$ cat src/rtl/alu_op_issue.sv
// ============================================================================
// Module  : alu_op_issue
// Brief   : RV32I OP/OP-IMM decode feeding the ALU through a 2-entry skid buffer
// Rev     : 1.0 - initial release
// ============================================================================
`default_nettype none

module alu_op_issue (
  input  logic        clk,
  input  logic        reset,
  input  logic        in_valid,
  output logic        in_ready,
  input  logic [31:0] instr,
  input  logic [31:0] rs1_val,
  input  logic [31:0] rs2_val,
  output logic        out_valid,
  input  logic        out_ready,
  output logic [31:0] alu_in1,
  output logic [31:0] alu_in2,
  output logic [2:0]  alu_funct3,
  output logic [6:0]  alu_funct7,
  output logic [4:0]  out_rd,
  output logic        out_illegal
);

  localparam logic [1:0] ST_EMPTY = 2'd0;
  localparam logic [1:0] ST_ONE   = 2'd1;
  localparam logic [1:0] ST_FULL  = 2'd2;

  localparam logic [6:0] c_OPC_OP    = 7'b0110011;
  localparam logic [6:0] c_OPC_OPIMM = 7'b0010011;
  localparam logic [6:0] c_F7_ZERO   = 7'b0000000;
  localparam logic [6:0] c_F7_ALT    = 7'b0100000;
  localparam int         c_ENTRY_W   = 80;

  // Entry layout: {illegal, rd, funct7, funct3, in2, in1}
  logic [c_ENTRY_W-1:0] r_m;
  logic [c_ENTRY_W-1:0] r_s;
  logic [1:0]           r_state;
  logic                 r_in_ready;

  logic [6:0]           w_opcode;
  logic [2:0]           w_funct3;
  logic [6:0]           w_funct7;
  logic                 w_legal;
  logic [31:0]          w_in1;
  logic [31:0]          w_in2;
  logic [2:0]           w_f3;
  logic [6:0]           w_f7;
  logic [c_ENTRY_W-1:0] w_dec;
  logic                 w_is_shift;
  logic                 w_unused_ok;

  logic                 w_acc;
  logic                 w_con;
  logic [1:0]           w_state_nxt;
  logic                 w_load_m;
  logic                 w_m_from_s;
  logic                 w_load_s;
  logic [c_ENTRY_W-1:0] w_m_nxt;

  assign w_opcode    = instr[6:0];
  assign w_funct3    = instr[14:12];
  assign w_funct7    = instr[31:25];
  assign w_is_shift  = (w_funct3 == 3'b001) || (w_funct3 == 3'b101);
  // Register index fields are resolved upstream; only the values arrive here.
  assign w_unused_ok = ^instr[19:15];

  always_comb begin
    w_legal = 1'b0;
    w_in1   = rs1_val;
    w_in2   = rs2_val;
    w_f3    = w_funct3;
    w_f7    = c_F7_ZERO;
    case (w_opcode)
      c_OPC_OP: begin
        w_f7 = w_funct7;
        case (w_funct7)
          c_F7_ZERO: w_legal = (w_funct3 != 3'b010) && (w_funct3 != 3'b011);
          c_F7_ALT:  w_legal = (w_funct3 == 3'b000) || (w_funct3 == 3'b101);
          default:   w_legal = 1'b0;
        endcase
      end
      c_OPC_OPIMM: begin
        case (w_funct3)
          3'b001: begin
            w_in2   = {27'd0, instr[24:20]};
            w_legal = (w_funct7 == c_F7_ZERO);
          end
          3'b101: begin
            w_in2   = {27'd0, instr[24:20]};
            w_f7    = w_funct7;
            w_legal = (w_funct7 == c_F7_ZERO) || (w_funct7 == c_F7_ALT);
          end
          3'b010, 3'b011: begin
            w_legal = 1'b0;
          end
          default: begin
            w_in2   = {{20{instr[31]}}, instr[31:20]};
            w_legal = 1'b1;
          end
        endcase
      end
      default: w_legal = 1'b0;
    endcase

    // The ALU shifts by the full operand, so RV32 shift amounts are clipped here.
    if (w_is_shift) begin
      w_in2[31:5] = 27'd0;
    end

    if (!w_legal) begin
      w_in1 = 32'd0;
      w_in2 = 32'd0;
      w_f3  = 3'b000;
      w_f7  = c_F7_ZERO;
    end
  end

  assign w_dec = {~w_legal, instr[11:7], w_f7, w_f3, w_in2, w_in1};

  assign w_acc = in_valid && in_ready;
  assign w_con = out_valid && out_ready;

  always_comb begin
    w_state_nxt = r_state;
    w_load_m    = 1'b0;
    w_m_from_s  = 1'b0;
    w_load_s    = 1'b0;
    case (r_state)
      ST_EMPTY: begin
        if (w_acc) begin
          w_state_nxt = ST_ONE;
          w_load_m    = 1'b1;
        end
      end
      ST_ONE: begin
        if (w_acc && w_con) begin
          w_load_m = 1'b1;
        end else if (w_acc) begin
          w_state_nxt = ST_FULL;
          w_load_s    = 1'b1;
        end else if (w_con) begin
          w_state_nxt = ST_EMPTY;
        end
      end
      ST_FULL: begin
        if (w_con) begin
          w_state_nxt = ST_ONE;
          w_load_m    = 1'b1;
          w_m_from_s  = 1'b1;
        end
      end
      default: begin
        w_state_nxt = ST_EMPTY;
      end
    endcase
  end

  assign w_m_nxt = w_m_from_s ? r_s : w_dec;

  always_ff @(posedge clk) begin
    if (reset) begin
      r_state    <= ST_EMPTY;
      r_m        <= '0;
      r_s        <= '0;
      // Preset high so the stage is ready in the very first cycle after reset;
      // the output is masked while reset is still asserted.
      r_in_ready <= 1'b1;
    end else begin
      r_state    <= w_state_nxt;
      r_in_ready <= (w_state_nxt != ST_FULL);
      if (w_load_m) begin
        r_m <= w_m_nxt;
      end
      if (w_load_s) begin
        r_s <= w_dec;
      end
    end
  end

  assign in_ready    = r_in_ready && !reset;
  assign out_valid   = (r_state != ST_EMPTY) && !reset;
  assign alu_in1     = r_m[31:0];
  assign alu_in2     = r_m[63:32];
  assign alu_funct3  = r_m[66:64];
  assign alu_funct7  = r_m[73:67];
  assign out_rd      = r_m[78:74];
  assign out_illegal = r_m[79];

endmodule

`default_nettype wire

$ cat config.mk
export PLATFORM = sky130hd
export DESIGN_NAME = alu_op_issue
export DESIGN_NICKNAME = d
export VERILOG_FILES = /design/src/rtl/alu_op_issue.sv
export SDC_FILE = /design/constraint.sdc
export NUM_CORES = 1
export LEC_CHECK = 0
export BUFFER_PORTS_ARGS = -buffer_cell sky130_fd_sc_hd__clkbuf_2
export CORE_MARGIN = 1
export CORE_UTILIZATION = 44
export DETAILED_ROUTE_END_ITERATION = 10
export MAX_ROUTING_LAYER = met4
export PLACE_DENSITY = 0.78
export SYNTH_ARGS = -nofsm -noshare
export SYNTH_HDL_FRONTEND = slang
export SYNTH_SLANG_ARGS = --single-unit
$ cat constraint.sdc
create_clock -name clk -period 2.2 [get_ports clk]
set_input_delay 0.44 -clock clk [delete_from_list [all_inputs] [get_ports clk]]
set_output_delay 0.44 -clock clk [all_outputs]
set_load 0.02 [all_outputs]
==> reports/qor.yml <==
run_status:
  outcome: "finished clean"
place:
  gp_congestion: 0.8284
  dpl.cell_count: 975
  hpwl_um: 10230
  placed_area_um2: 7288
  port_buffers: 176
finish:
  nFillCells: 1219
  num_antenna_cells: 0
  drive_gt1_share_pct: 33.94
  nNetsFinal: 918
  layout_common_cells: "clkbuf_2 (176), dfxtp_1 (163), a22oi_1 (68)"
  seqCellArea_um2: 3263
  fin_area_um2: 7885
  multiInputGateArea_um2: 2526
  layout_commonest_cell: "clkbuf_2"
  finalNonFillerCells: 1007
  area_growth_pct: 28.51
  utilization_pct: 58.84
global_routing:
  grt_pass1_vias: 4918
  grt_use_total_pct: 22.25
  grt_pass1_wl_um: 24510
  grt_max_degree: 55
  grt_antenna_before_repair: 0
  grt-ovfl-total: 0
detailed_routing:
  wirelength_um: 15260
  post_drt_wl_per_cell_um: 15.15
  drtAntennaViolNets: 0
  via_per_inst: 5.332
  first_pass_iters: 4
  drt_iter0_drc: 447
  vias: 5369
  drc: 0
worst_setup_path:
  critPathLaunchType: "flip-flop"
  reg2reg_from: "r_in_ready$_SDFF_PP1_"
  timing.rr.end: "r_s[32]$_SDFFE_PP0P_"
  r2r.worst_path.cells: 6
  endpoint_kind: "flip-flop"
  crit_type: "reg2reg"
  critical_path_arrival_ns: 2.31
  cp.required_ns: 2.54
  cp_max_fo: 29
  rrSetupSlack_ns: 0.24
synth:
  synth_area_leaders: "dfxtp_1 (53%), a22oi_1 (8.3%), o21ai_0 (5.3%), o21ai_2 (4.3%), a22o_1 (4.1%)"
  async_flop_share_pct: 0
  avgSynthCellArea_um2: 9.543
  yosys.cell_types.count: 40
  netlist_instances: 643
  synth_enable_flop_cells: 0
  synth_top_area_share_pct: 53.18
  synth-seq-area-share_pct: 53.18
  synth_largest_area_cell: "dfxtp_1"
  synth_nets: 743
  ys.warnings.count: 0
  synthFlopType: "dfxtp_1"
  ys_ff_latch: 163
  synth_area_um2: 6136
floorplanning:
  rows: 42
  die_width_um: 120.1
  chipHeight_um: 120.1
  initial_utilization_pct: 45.79
  dieArea_um2: 14420
  coreArea_um2: 13400
  ioPinCount: 182
clock_network:
  clk_pin_slew_ns: 0.06
  post_cts_resized: 0
  cts_buffers: 17
  clockRootBuffer: "clkbuf_16"
  cts_tree: "yes"
  cts_buffer_depth: 2
  cts_setup_buffers: 0
  numClockSinks: 163
  postCtsHoldBufs: 0
  worstSkewPairLatency_ns: 0.42
  htreeDepth: 4
timing:
  fin_crit_sh_pct: 89.28
  max_freq_ghz: 0.5091
  hold_violations: 0
  timing.final.setup_violations: 0
  grt_setup_unrepaired: "false"
  finalCriticalPeriod_ns: 1.964
  maxSlewHeadroom_pct: 40.27
  tightest_slew_ns: 0.8906
  fin_skew_ns: 0.008263
  maxSlewViolCount: 0
power:
  p_leak_nw: 3.486
  powerDensity_nw_per_um2: 795.9
  vdd_ir_drop_max_v: 0.0004421
min_path:
  worst_hold_path_type: "in2reg"
  hold_end: "r_s[7]$_SDFFE_PP0P_"
  holdPathStages: 2
  holdCritStartpoint: "rs1_val[7]"
run:
  maxCapViolations: 0
layer usage:
metal,vias up,part of all wire [%],track usage (%)
met1,2511,46,28.38
met4,0,1.1,8.359
li1,2671,-,-
met3,14,5.8,5.561
met2,173,47,33.91
met5,-,0,-
power breakdown:
group          internal (W)  total (W)  switching (W)
Combinational      0.000144   0.000363       0.000219
Sequential          0.00297    0.00297     0.00000787
Clock               0.00177    0.00294        0.00117
Total               0.00488    0.00628        0.00140
worst max-delay path: stages, from the launching register on:
cell and delay [ns]:
dfxtp_1 0.36, nand2_1 0.09, buf_4 0.15, or4_4 0.54, or3_1 0.38, buf_12 0.19
o21ai_0 0.17
layout make-up:
type	count	area share (%)
sequential	163	41.38
multi-input combinational	402	32.04
timing repair buffer	204	14.79
clock buffer	21	5.966
tap	176	2.793
clock inverter	11	1.603
inverter	30	1.428
registers in the layout (all words and copies together) (netlist names):
| name | flops |
|---|---|
| r_in_ready | 1 |
| r_m | 80 |
| r_s | 80 |
| r_state | 2 |
cell families (layout without fill, tap and decap cells):
family,after synthesis,after routing,synth area share [%]
AO/OA/AOI/OAI,250,250,27.85
buffers and inverters,78,266,5.975
flip-flops,163,163,53.18
AND/OR/NAND/NOR,139,139,10.87
multiplexers,13,13,2.121
metrics by stage:
step           total power (W)  setup WS, ns  setup TNS, ns  hold WS [ns]
3_3_place_gp          0.003396       0.03209              0        0.4351
5_1_grt               0.006523        0.1251              0        0.2208
4_1_cts               0.006337        0.2533              0        0.2157
6_report              0.006276        0.2358              0        0.2410
3_5_place_dp          0.003402      -0.04394       -0.04394        0.4426
2_1_floorplan         0.003217        0.3018              0        0.4255
worst max-delay path by stage:
stage | startpoint | endpoint | cells after the start
after detailed placement | instr[3] | r_m[59]$_SDFFE_PP0P_ | 6
after global routing | r_in_ready$_SDFF_PP1_ | r_s[47]$_SDFFE_PP0P_ | 7
after CTS | r_in_ready$_SDFF_PP1_ | r_s[34]$_SDFFE_PP0P_ | 6
final | r_in_ready$_SDFF_PP1_ | r_s[32]$_SDFFE_PP0P_ | 6
after floorplan | instr[2] | r_m[60]$_SDFFE_PP0P_ | 7
after global placement | out_ready | r_s[55]$_SDFFE_PP0P_ | 8
cell usage after synthesis (all sizes together), types with 2 or more instances:
cell	instances
mux2i	13
inv	30
a22oi	68
nor4	2
o21ai	105
dfxtp	163
nand2	64
nand3	15
nand2b	5
or3	2
o211ai	2
clkbuf	29
nor2b	3
and2	2
nand4b	2
o221a	5
nor2	22
a221o	3
buf	19
or4	2
a21oi	36
nor3	5
and3b	2
a22o	29
and3	9
Note: power is estimated with default switching activity, not from simulation.
